## src/rtl/trace_cmd_dispatcher_pkg.sv

```systemverilog
// Shared types for the trace command dispatcher: command codes, channel op encodings,
// the trace record layout and the head-routing helpers.
package trace_pkg;

    localparam int unsigned CMD_DR    = 0;
    localparam int unsigned CMD_DW    = 1;
    localparam int unsigned CMD_IR    = 2;
    localparam int unsigned CMD_SNP_I = 3;
    localparam int unsigned CMD_SNP_R = 4;
    localparam int unsigned CMD_SNP_W = 5;
    localparam int unsigned CMD_SNP_M = 6;
    localparam int unsigned CMD_CLEAR = 8;
    localparam int unsigned CMD_PRINT = 9;

    localparam int unsigned NUM_STATS    = 11;
    localparam int unsigned STAT_BAD_IDX = 10;

    typedef enum logic [1:0] {
        L1OpDr = 2'd0,
        L1OpDw = 2'd1,
        L1OpIr = 2'd2
    } l1_op_e;

    typedef enum logic [1:0] {
        SnpOpI = 2'd0,
        SnpOpR = 2'd1,
        SnpOpW = 2'd2,
        SnpOpM = 2'd3
    } snp_op_e;

    typedef enum logic [2:0] {
        RouteL1,
        RouteSnp,
        RouteClear,
        RoutePrint,
        RouteBad
    } route_e;

    typedef struct packed {
        logic [3:0]  cmd;
        logic [31:0] addr;
    } trace_rec_t;

    function automatic route_e classify(input int unsigned cmd);
        if (cmd <= CMD_IR) begin
            return RouteL1;
        end else if (cmd <= CMD_SNP_M) begin
            return RouteSnp;
        end else if (cmd == CMD_CLEAR) begin
            return RouteClear;
        end else if (cmd == CMD_PRINT) begin
            return RoutePrint;
        end
        return RouteBad;
    endfunction

    function automatic l1_op_e to_l1_op(input int unsigned cmd);
        return l1_op_e'(2'(cmd));
    endfunction

    function automatic snp_op_e to_snp_op(input int unsigned cmd);
        return snp_op_e'(2'(cmd - CMD_SNP_I));
    endfunction

endpackage

```

## src/rtl/trace_cmd_dispatcher_if.sv

```systemverilog
// Trace dispatcher channel bundle: record input, L1 request, snoop request and
// control pulses. The slave modport is the dispatcher's view.
interface trace_cmd_dispatcher_if #(
    parameter int unsigned ADDR_W = 32,
    parameter int unsigned CMD_W  = 4
);

    logic              in_valid;
    logic              in_ready;
    logic [CMD_W-1:0]  in_cmd;
    logic [ADDR_W-1:0] in_addr;

    logic              l1_valid;
    logic              l1_ready;
    logic [1:0]        l1_op;
    logic [ADDR_W-1:0] l1_addr;

    logic              snp_valid;
    logic              snp_ready;
    logic [1:0]        snp_op;
    logic [ADDR_W-1:0] snp_addr;

    logic              clear_pulse;
    logic              print_pulse;
    logic              bad_cmd_pulse;

    modport master (
        output in_valid, in_cmd, in_addr, l1_ready, snp_ready,
        input  in_ready, l1_valid, l1_op, l1_addr, snp_valid, snp_op, snp_addr,
        input  clear_pulse, print_pulse, bad_cmd_pulse
    );

    modport slave (
        input  in_valid, in_cmd, in_addr, l1_ready, snp_ready,
        output in_ready, l1_valid, l1_op, l1_addr, snp_valid, snp_op, snp_addr,
        output clear_pulse, print_pulse, bad_cmd_pulse
    );

endinterface

```

## src/rtl/trace_cmd_dispatcher_fifo.sv

```systemverilog
// trace_fifo: synchronous circular-buffer FIFO with wrapping pointers and a separate
// occupancy count. Depth must be a power of two, at least 2.
module trace_fifo
    import trace_pkg::*;
#(
    parameter type         T     = trace_rec_t,
    parameter int unsigned Depth = 8
) (
    input  logic                   clk_i,
    input  logic                   rst_i,
    input  logic                   push_i,
    input  T                       data_i,
    input  logic                   pop_i,
    output T                       data_o,
    output logic                   full_o,
    output logic                   empty_o,
    output logic [$clog2(Depth):0] count_o
);

    localparam int unsigned PtrW = $clog2(Depth);
    localparam int unsigned CntW = PtrW + 1;

    T                mem_q [Depth];
    logic [PtrW-1:0] wr_ptr_q;
    logic [PtrW-1:0] rd_ptr_q;
    logic [CntW-1:0] count_q;
    logic            do_push;
    logic            do_pop;

    assign full_o  = (count_q == CntW'(Depth));
    assign empty_o = (count_q == '0);
    assign count_o = count_q;
    assign data_o  = mem_q[rd_ptr_q];
    assign do_push = push_i && !full_o;
    assign do_pop  = pop_i && !empty_o;

    always_ff @(posedge clk_i) begin
        if (rst_i) begin
            wr_ptr_q <= '0;
            rd_ptr_q <= '0;
            count_q  <= '0;
        end else begin
            if (do_push) begin
                wr_ptr_q <= wr_ptr_q + PtrW'(1);
            end
            if (do_pop) begin
                rd_ptr_q <= rd_ptr_q + PtrW'(1);
            end
            if (do_push && !do_pop) begin
                count_q <= count_q + CntW'(1);
            end else if (do_pop && !do_push) begin
                count_q <= count_q - CntW'(1);
            end
        end
    end

    // Storage needs no reset: occupancy is tracked by the pointers and count.
    always_ff @(posedge clk_i) begin
        if (do_push) begin
            mem_q[wr_ptr_q] <= data_i;
        end
    end

endmodule

```

## src/rtl/trace_cmd_dispatcher.sv

```systemverilog
// Buffers trace records and dispatches them in order to the L1, snoop or pulse outputs.
// Optional per-command statistics counters are built when TRACE_STATS_EN is defined.
module trace_cmd_dispatcher
    import trace_pkg::*;
#(
    parameter int unsigned ADDR_W = 32,
    parameter int unsigned CMD_W  = 4,
    parameter int unsigned DEPTH  = 8,
    parameter int unsigned CNT_W  = 32
) (
    input  logic                         clk,
    input  logic                         reset,
    trace_cmd_dispatcher_if.slave        bus,
    input  logic [3:0]                   stat_sel,
    output logic [CNT_W-1:0]             stat_value
);

    localparam int unsigned CountW = $clog2(DEPTH) + 1;

    typedef struct packed {
        logic [CMD_W-1:0]  cmd;
        logic [ADDR_W-1:0] addr;
    } rec_t;

    typedef enum logic [1:0] {
        StIdle,
        StDispatch,
        StStall
    } state_e;

    rec_t              fifo_wdata;
    rec_t              head;
    logic              push;
    logic              pop;
    logic              fifo_full;
    logic              fifo_empty;
    logic [CountW-1:0] fifo_count;
    logic              empty_next;
    int unsigned       head_cmd;
    route_e            route;
    logic              l1_free;
    logic              snp_free;

    state_e            state_q,     state_d;
    logic              l1_valid_q,  l1_valid_d;
    l1_op_e            l1_op_q,     l1_op_d;
    logic [ADDR_W-1:0] l1_addr_q,   l1_addr_d;
    logic              snp_valid_q, snp_valid_d;
    snp_op_e           snp_op_q,    snp_op_d;
    logic [ADDR_W-1:0] snp_addr_q,  snp_addr_d;
    logic              clear_q,     clear_d;
    logic              print_q,     print_d;
    logic              bad_q,       bad_d;

    assign fifo_wdata.cmd  = bus.in_cmd;
    assign fifo_wdata.addr = bus.in_addr;
    assign bus.in_ready    = !fifo_full;
    assign push            = bus.in_valid && !fifo_full;

    trace_fifo #(
        .T     (rec_t),
        .Depth (DEPTH)
    ) u_fifo (
        .clk_i   (clk),
        .rst_i   (reset),
        .push_i  (push),
        .data_i  (fifo_wdata),
        .pop_i   (pop),
        .data_o  (head),
        .full_o  (fifo_full),
        .empty_o (fifo_empty),
        .count_o (fifo_count)
    );

    assign head_cmd = 32'(head.cmd);
    assign route    = classify(head_cmd);
    assign l1_free  = !l1_valid_q || bus.l1_ready;
    assign snp_free = !snp_valid_q || bus.snp_ready;

    always_comb begin
        pop         = 1'b0;
        state_d     = state_q;
        l1_valid_d  = l1_valid_q && !bus.l1_ready;
        l1_op_d     = l1_op_q;
        l1_addr_d   = l1_addr_q;
        snp_valid_d = snp_valid_q && !bus.snp_ready;
        snp_op_d    = snp_op_q;
        snp_addr_d  = snp_addr_q;
        clear_d     = 1'b0;
        print_d     = 1'b0;
        bad_d       = 1'b0;

        case (state_q)
            StDispatch, StStall: begin
                if (!fifo_empty) begin
                    case (route)
                        RouteL1: begin
                            if (l1_free) begin
                                pop        = 1'b1;
                                l1_valid_d = 1'b1;
                                l1_op_d    = to_l1_op(head_cmd);
                                l1_addr_d  = head.addr;
                            end
                        end
                        RouteSnp: begin
                            if (snp_free) begin
                                pop         = 1'b1;
                                snp_valid_d = 1'b1;
                                snp_op_d    = to_snp_op(head_cmd);
                                snp_addr_d  = head.addr;
                            end
                        end
                        RouteClear: begin
                            pop     = 1'b1;
                            clear_d = 1'b1;
                        end
                        RoutePrint: begin
                            pop     = 1'b1;
                            print_d = 1'b1;
                        end
                        default: begin
                            pop   = 1'b1;
                            bad_d = 1'b1;
                        end
                    endcase
                end
            end
            default: ;
        endcase

        // StIdle is entered exactly when the FIFO will be empty next cycle.
        empty_next = ((fifo_count == '0) && !push) ||
                     ((fifo_count == CountW'(1)) && pop && !push);
        if (empty_next) begin
            state_d = StIdle;
        end else if ((state_q != StIdle) && !pop) begin
            state_d = StStall;
        end else begin
            state_d = StDispatch;
        end
    end

    always_ff @(posedge clk) begin
        if (reset) begin
            state_q     <= StIdle;
            l1_valid_q  <= 1'b0;
            l1_op_q     <= L1OpDr;
            l1_addr_q   <= '0;
            snp_valid_q <= 1'b0;
            snp_op_q    <= SnpOpI;
            snp_addr_q  <= '0;
            clear_q     <= 1'b0;
            print_q     <= 1'b0;
            bad_q       <= 1'b0;
        end else begin
            state_q     <= state_d;
            l1_valid_q  <= l1_valid_d;
            l1_op_q     <= l1_op_d;
            l1_addr_q   <= l1_addr_d;
            snp_valid_q <= snp_valid_d;
            snp_op_q    <= snp_op_d;
            snp_addr_q  <= snp_addr_d;
            clear_q     <= clear_d;
            print_q     <= print_d;
            bad_q       <= bad_d;
        end
    end

    assign bus.l1_valid      = l1_valid_q;
    assign bus.l1_op         = l1_op_q;
    assign bus.l1_addr       = l1_addr_q;
    assign bus.snp_valid     = snp_valid_q;
    assign bus.snp_op        = snp_op_q;
    assign bus.snp_addr      = snp_addr_q;
    assign bus.clear_pulse   = clear_q;
    assign bus.print_pulse   = print_q;
    assign bus.bad_cmd_pulse = bad_q;

`ifdef TRACE_STATS_EN
    logic [CNT_W-1:0] stat_q [NUM_STATS];
    logic [3:0]       stat_idx;

    assign stat_idx = (route == RouteBad) ? 4'(STAT_BAD_IDX) : 4'(head_cmd);

    // Counters saturate and survive the clear command; only reset zeroes them.
    always_ff @(posedge clk) begin
        if (reset) begin
            for (int i = 0; i < NUM_STATS; i++) begin
                stat_q[i] <= '0;
            end
        end else if (pop && (stat_q[stat_idx] != '1)) begin
            stat_q[stat_idx] <= stat_q[stat_idx] + CNT_W'(1);
        end
    end

    always_comb begin
        stat_value = '0;
        if (stat_sel <= 4'(STAT_BAD_IDX)) begin
            stat_value = stat_q[stat_sel];
        end
    end
`else
    logic unused_stat_sel;

    assign unused_stat_sel = ^stat_sel;
    assign stat_value      = '0;
`endif

endmodule

```

## src/flat_wrapper.sv

```systemverilog
// flat-port wrapper written by rule: the top's interface ports become plain ports
module trace_cmd_dispatcher_flat import trace_pkg::*;
#(
    parameter int unsigned ADDR_W = 32,
    parameter int unsigned CMD_W  = 4,
    parameter int unsigned DEPTH  = 8,
    parameter int unsigned CNT_W  = 32
)
  (clk, reset, stat_sel, stat_value, bus_in_valid, bus_in_cmd, bus_in_addr, bus_l1_ready, bus_snp_ready, bus_in_ready, bus_l1_valid, bus_l1_op, bus_l1_addr, bus_snp_valid, bus_snp_op, bus_snp_addr, bus_clear_pulse, bus_print_pulse, bus_bad_cmd_pulse);
  trace_cmd_dispatcher_if #(.ADDR_W(ADDR_W), .CMD_W(CMD_W)) bus_i ();
  input  logic clk;
  input  logic reset;
  input  logic [3:0] stat_sel;
  output logic [CNT_W-1:0] stat_value;
  input wire logic [$bits(bus_i.in_valid)-1:0] bus_in_valid;
  input wire logic [$bits(bus_i.in_cmd)-1:0] bus_in_cmd;
  input wire logic [$bits(bus_i.in_addr)-1:0] bus_in_addr;
  input wire logic [$bits(bus_i.l1_ready)-1:0] bus_l1_ready;
  input wire logic [$bits(bus_i.snp_ready)-1:0] bus_snp_ready;
  output wire logic [$bits(bus_i.in_ready)-1:0] bus_in_ready;
  output wire logic [$bits(bus_i.l1_valid)-1:0] bus_l1_valid;
  output wire logic [$bits(bus_i.l1_op)-1:0] bus_l1_op;
  output wire logic [$bits(bus_i.l1_addr)-1:0] bus_l1_addr;
  output wire logic [$bits(bus_i.snp_valid)-1:0] bus_snp_valid;
  output wire logic [$bits(bus_i.snp_op)-1:0] bus_snp_op;
  output wire logic [$bits(bus_i.snp_addr)-1:0] bus_snp_addr;
  output wire logic [$bits(bus_i.clear_pulse)-1:0] bus_clear_pulse;
  output wire logic [$bits(bus_i.print_pulse)-1:0] bus_print_pulse;
  output wire logic [$bits(bus_i.bad_cmd_pulse)-1:0] bus_bad_cmd_pulse;
  assign bus_i.in_valid = bus_in_valid;
  assign bus_i.in_cmd = bus_in_cmd;
  assign bus_i.in_addr = bus_in_addr;
  assign bus_i.l1_ready = bus_l1_ready;
  assign bus_i.snp_ready = bus_snp_ready;
  assign bus_in_ready = bus_i.in_ready;
  assign bus_l1_valid = bus_i.l1_valid;
  assign bus_l1_op = bus_i.l1_op;
  assign bus_l1_addr = bus_i.l1_addr;
  assign bus_snp_valid = bus_i.snp_valid;
  assign bus_snp_op = bus_i.snp_op;
  assign bus_snp_addr = bus_i.snp_addr;
  assign bus_clear_pulse = bus_i.clear_pulse;
  assign bus_print_pulse = bus_i.print_pulse;
  assign bus_bad_cmd_pulse = bus_i.bad_cmd_pulse;
  trace_cmd_dispatcher #(.ADDR_W(ADDR_W), .CMD_W(CMD_W), .DEPTH(DEPTH), .CNT_W(CNT_W)) u_core (.clk(clk), .reset(reset), .bus(bus_i), .stat_sel(stat_sel), .stat_value(stat_value));
endmodule
```

## config.mk

```make
export PLATFORM = sky130hd
export DESIGN_NAME = trace_cmd_dispatcher_flat
export DESIGN_NICKNAME = d
export VERILOG_FILES = /design/src/rtl/trace_cmd_dispatcher_pkg.sv /design/src/rtl/trace_cmd_dispatcher_if.sv /design/src/rtl/trace_cmd_dispatcher_fifo.sv /design/src/rtl/trace_cmd_dispatcher.sv /design/src/flat_wrapper.sv
export SDC_FILE = /design/constraint.sdc
export NUM_CORES = 1
export LEC_CHECK = 0
export ABC_AREA = 1
export CORE_MARGIN = 1.5
export CORE_UTILIZATION = 23
export DETAILED_ROUTE_END_ITERATION = 8
export GPL_TIMING_DRIVEN = 1
export PLACE_DENSITY = 0.39
export SLEW_MARGIN = 5
export SYNTH_ARGS = -nofsm -noshare
export SYNTH_HDL_FRONTEND = slang
export SYNTH_SLANG_ARGS = --single-unit
```

## constraint.sdc

```tcl
create_clock -name clk -period 2.8 [get_ports clk]
set_input_delay 0.28 -clock clk [delete_from_list [all_inputs] [get_ports clk]]
set_output_delay 0.28 -clock clk [all_outputs]
set_load 0.02 [all_outputs]
```

==> results <==
- After clock tree synthesis, the clock-pin slew on the worst setup and hold paths is 60 ps.
- The minimum clock period after layout is 2580 ps.
- Yosys printed 0 warnings.
- The number of pins exceeding their max-slew limit in the final report is 0.
- The insertion delay of the later-clocked pin in the worst-skew pair is 540 ps.
- Headroom to the max-slew limit came out at 39.8%.
- The path class of the tightest hold or removal check is reg2reg.
- On the worst path, the slowest cell contributes a delay of 420 ps.
- The cell chosen for the clock root is sky130_fd_sc_hd__clkbuf_16.
- The flow ran to the end, and the final reports show no timing, DRC or antenna violations.
- The final hold violation count is 0.
- Counting flops and latches in the post-synthesis netlist gives 376.
- The number of H-tree levels is 2.
- The floorplan step set the die height to 258 um.
- STA classifies the critical path endpoint as a register.
- The slack of the worst reg-to-reg path is 220 ps.
- The number of global-route vias before repair was 9427.
- The required time at the worst-slack endpoint is 3210 ps.
- The final layout contains routed wiring with a total length of 39500 um.
- For the pin with the worst max-slew slack, the measured transition is 903 ps.
- In this run the tool buffered the top-level ports with 114 buffer cells.
- The count of fill cells added during filler insertion is 6530.
- The total CTS buffers is 40.
- 151 I/O pins were placed.
- No sink is reached through more buffers than the 3 on the longest clock path.
- After detailed routing, the average wire length per cell comes to 16.8 um.
- After synthesis the cells add up to 14900 um^2.
- In the routed layout, each cell is associated on average with a via count of 4.14.
- Setup violations remaining at the end of the flow were counted as 0.
- The TritonCTS clock tree is done.
- The number of nets in the layout is 1515.
- The core region is 64300 um^2.
- The compound-gate portion of the synthesized area is 11.1%.
- Summed over all instances, the cell type with the most area after synthesis is sky130_fd_sc_hd__edfxtp_1.
- On the final layout, the worst clock skew is 18.2 ps.
- The placement-stage worst setup slack is 61.2 ps.
- Setup repair after global routing left no endpoint under its margin.
- Max-cap violations in this run came to 0.
- Of the total synthesized cell area, the portion taken by full adders, half adders and majority gates is 0.837%.
- The total congestion overflow is 0.
- The initial antenna violation count came to 7.
- Summing the areas of all xor and xnor instances in the mapped netlist gives 0.0586% of the synthesized area.
- Detailed placement ended at an HPWL of 23300 um.
- The fraction of post-synthesis cell area in the top cell type by area is 57.9%.
- After synthesis, the mean cell area works out to 11.2 um^2.
- The worst register-to-register path ends at u_core.u_fifo.count_o[3]$_SDFFE_PP0P_.
- The number of placed instances with taps included is 2270.
- CTS saw 376 sinks.
- VDD sags by at most 0.540 mV.
- The portion of synthesized area spent on multiplexers is 0%.
- The die covers 66500 um^2.
- The first-pass GRT wire length is 59700 um.
- After synthesis, the largest family of logic cells by area is simple AND/OR/NAND/NOR gates.
- The number of nets with antenna violations after routing is 0.
- After Yosys synthesis, and, or, nand and nor cells account for 11.6% of the synthesized area.
- The worst path buffer plus inverter count is 4.
- After synthesis, the cell types taking the most area are sky130_fd_sc_hd__edfxtp_1, sky130_fd_sc_hd__dfxtp_1, sky130_fd_sc_hd__nor2_1.
- The kind of cell with the highest combined delay along the critical path is simple AND/OR/NAND/NOR gates.
- The horizontal die dimension is 258 um.
- Measured in cells, the most critical reg-to-reg path has a length of 19.
- The highest-delay cell along the critical path is sky130_fd_sc_hd__dfxtp_4.
- The weighted congestion reported at the end of routability-driven placement is 0.715.
- The instance count of the mapped netlist is 1329.
- Global routing consumed, over all layers together, 11.7% of the routing resources.
- After layout, the worst path uses 92.0% of the clock period.
- Of all nets on the critical path, the largest fanout is 18.
- Data arrives at the worst endpoint at 2990 ps.
- The logic depth of the worst path, buffers included is 19.
- The leakage dissipation is 6.31 nW.
- The nature of the critical path startpoint is a register.
- In this run, distinct cell masters in the synthesized netlist total 33.
- The layout overhead on the synthesized area is 23.7%.
- The type of the setup path with the least slack is reg2reg.
- The final route contains 9710 vias.
- The number of instances on the worst hold path is 2.
- The most critical setup path has its endpoint at u_core.u_fifo.count_o[3]$_SDFFE_PP0P_.
- The DRC violations left is 0.
- The final worst slack is 223 ps.
- The starting DRC count in detailed routing is 458.
- Of the synthesized area, sequential elements account for 69.7%.
- For this configuration, the core starts out at a cell density of 23.2%.
- The pin count of the biggest net entering global routing is 101.
- Excluding fillers, the count of instances in the completed layout stands at 2345.
- Measured on the finished design, the core utilization comes to 28.7%.
- In the final layout, the share of cells above drive strength 1 is 9.20%.
- The signal on the critical path passes through clkinv_8 > nand2_1 > nand3_2 > nand2_1 > nand2_2 > nand2_4 > inv_2 > ha_1 > inv_1 > nand3_2 > nand2_2 > nand4_4 > nand3_4 > inv_2 > ha_2 > a21oi_1 > o21ai_0 > o21ai_1 > a21oi_1.
- The detailed-router iteration count before antenna repair is 4.
- The achievable clock frequency is 388 MHz.
- The number of rows in the core area is 93.
- In this run the power density over the cells is 876 nW/um^2.
==> cells in the final DEF, fill, tap and decap left out, types with 2 or more instances in the layout <==
cell type	count
sky130_fd_sc_hd__a21oi_1	57
sky130_fd_sc_hd__a31oi_1	32
sky130_fd_sc_hd__buf_12	12
sky130_fd_sc_hd__buf_4	38
sky130_fd_sc_hd__bufinv_16	3
sky130_fd_sc_hd__clkbuf_1	8
sky130_fd_sc_hd__clkbuf_16	40
sky130_fd_sc_hd__clkdlybuf4s50_1	114
sky130_fd_sc_hd__clkinv_1	9
sky130_fd_sc_hd__clkinv_2	4
sky130_fd_sc_hd__clkinv_8	2
sky130_fd_sc_hd__clkinvlp_2	2
sky130_fd_sc_hd__conb_1	32
sky130_fd_sc_hd__dfxtp_1	86
sky130_fd_sc_hd__edfxtp_1	288
sky130_fd_sc_hd__ha_1	9
sky130_fd_sc_hd__inv_1	85
sky130_fd_sc_hd__inv_2	4
sky130_fd_sc_hd__nand2_1	92
sky130_fd_sc_hd__nand2_2	4
sky130_fd_sc_hd__nand3_1	23
sky130_fd_sc_hd__nand3_2	4
sky130_fd_sc_hd__nand4_4	2
sky130_fd_sc_hd__nor2_1	287
sky130_fd_sc_hd__nor2_4	9
sky130_fd_sc_hd__nor3_1	2
sky130_fd_sc_hd__o21ai_0	158
sky130_fd_sc_hd__o21ai_1	35
sky130_fd_sc_hd__o22ai_1	32
==> worst min path at each step <==
stage | slack (ps) | start | to
2_1_floorplan | 380 | bus_in_addr[0] | u_core.u_fifo.mem_q[0][0]$_DFFE_PP_
3_3_place_gp | 440 | u_core.bus.snp_addr[25]$_SDFFE_PP0P_ | u_core.bus.snp_addr[25]$_SDFFE_PP0P_
3_5_place_dp | 440 | u_core.bus.snp_addr[11]$_SDFFE_PP0P_ | u_core.bus.snp_addr[11]$_SDFFE_PP0P_
4_1_cts | 450 | u_core.bus.snp_addr[4]$_SDFFE_PP0P_ | u_core.bus.snp_addr[4]$_SDFFE_PP0P_
5_1_grt | 470 | u_core.bus.snp_addr[0]$_SDFFE_PP0P_ | u_core.bus.snp_addr[0]$_SDFFE_PP0P_
6_report | 450 | u_core.bus.snp_addr[29]$_SDFFE_PP0P_ | u_core.bus.snp_addr[29]$_SDFFE_PP0P_
==> layout make-up <==
class | instances | area [um^2] | share of cell area [%]
multi-input combinational | 786 | 3720 | 20.1
sequential | 376 | 10400 | 56.3
clock buffer | 49 | 1040 | 5.65
tap | 855 | 1070 | 5.79
timing repair buffer | 165 | 1680 | 9.10
inverter | 91 | 357 | 1.93
antenna | 1 | 2.50 | 0.0135
clock inverter | 22 | 195 | 1.06
==> metrics by stage <==
stage	hold WS (ps)	total power, W	TNS (ps)	cell area (um^2)
5_1_grt	466	0.0172	0	18500
2_1_floorplan	379	0.00956	-62200	15100
3_3_place_gp	440	0.0113	0	17200
6_report	446	0.0162	0	18500
3_5_place_dp	440	0.0113	0	17200
4_1_cts	450	0.0164	0	18400
==> kinds of logic after synthesis <==
group	Yosys count
AOI/OAI and AO/OA	315
adders and majority gates	10
other	1
and+or+nand+nor	428
xor gates and xnor gates	1
buffers and inverters	198
DFF	376
==> where the power goes <==
| group | total, W | internal [W] | switching (W) |
|---|---|---|---|
| clock | 0.00506 | 0.00293 | 0.00213 |
| combinational | 0.00433 | 0.00159 | 0.00274 |
| sequential | 0.00681 | 0.00657 | 0.000243 |
| total | 0.0162 | 0.0111 | 0.00511 |
==> sequential cells by signal, summed over array words and instances (netlist names), named ones only <==
name and cells:
u_core.bus.bad_cmd_pulse 1, u_core.bus.clear_pulse 1, u_core.bus.l1_addr 32, u_core.bus.l1_op 2
u_core.bus.l1_valid 1, u_core.bus.print_pulse 1, u_core.bus.snp_addr 32, u_core.bus.snp_op 2
u_core.bus.snp_valid 1, u_core.state_q 2, u_core.u_fifo.count_o 4, u_core.u_fifo.mem_q 288
u_core.u_fifo.rd_ptr_q 3, u_core.u_fifo.wr_ptr_q 3
==> what timing repair did <==
action,CTS,global route
setup buffers,0,3
hold buffers,0,0
endpoints found under the hold margin,0,0
setup endpoints to repair,0,4
gates resized for setup,0,11
==> cell usage after synthesis <==
library cell and number:
sky130_fd_sc_hd__inv_4 1, sky130_fd_sc_hd__a21oi_1 57, sky130_fd_sc_hd__nor2_1 295, sky130_fd_sc_hd__inv_6 1, sky130_fd_sc_hd__xnor2_1 1, sky130_fd_sc_hd__o21ai_1 32, sky130_fd_sc_hd__o21ai_0 161, sky130_fd_sc_hd__buf_4 38
sky130_fd_sc_hd__nor3_1 2, sky130_fd_sc_hd__dfxtp_1 88, sky130_fd_sc_hd__nor2_2 1, sky130_fd_sc_hd__or2_2 1, sky130_fd_sc_hd__buf_2 19, sky130_fd_sc_hd__conb_1 1, sky130_fd_sc_hd__clkbuf_1 34, sky130_fd_sc_hd__nor3b_1 1
sky130_fd_sc_hd__a31oi_1 32, sky130_fd_sc_hd__nand2_2 4, sky130_fd_sc_hd__nand3_1 23, sky130_fd_sc_hd__clkbuf_2 1, sky130_fd_sc_hd__nor2_4 1, sky130_fd_sc_hd__inv_2 2, sky130_fd_sc_hd__nand2_1 92, sky130_fd_sc_hd__a211oi_1 1
sky130_fd_sc_hd__nand4_4 2, sky130_fd_sc_hd__ha_1 10, sky130_fd_sc_hd__o22ai_1 32, sky130_fd_sc_hd__edfxtp_1 288, sky130_fd_sc_hd__nand2_4 1, sky130_fd_sc_hd__nand3_2 5, sky130_fd_sc_hd__inv_1 87, sky130_fd_sc_hd__buf_6 11
sky130_fd_sc_hd__buf_1 4
==> per-layer routing <==
metal | GRT usage (%) | vias to the layer above | wire (um)
li1 | - | 4809 | -
met1 | 16.1 | 4646 | 19300
met2 | 18.5 | 190 | 17600
met3 | 2.80 | 55 | 1890
met4 | 2.94 | 10 | 634
met5 | 0 | - | 63
==> worst register-to-register path, delay by kind of cell, from the launching register on <==
family / cells / cell delay [ps]
buf+inv: 4 / 270
simple gates: 9 / 870
flops: 1 / 420
compound gates: 4 / 420
fa+ha+maj: 2 / 480
No activity file was read; power rests on OpenSTA's default activity.
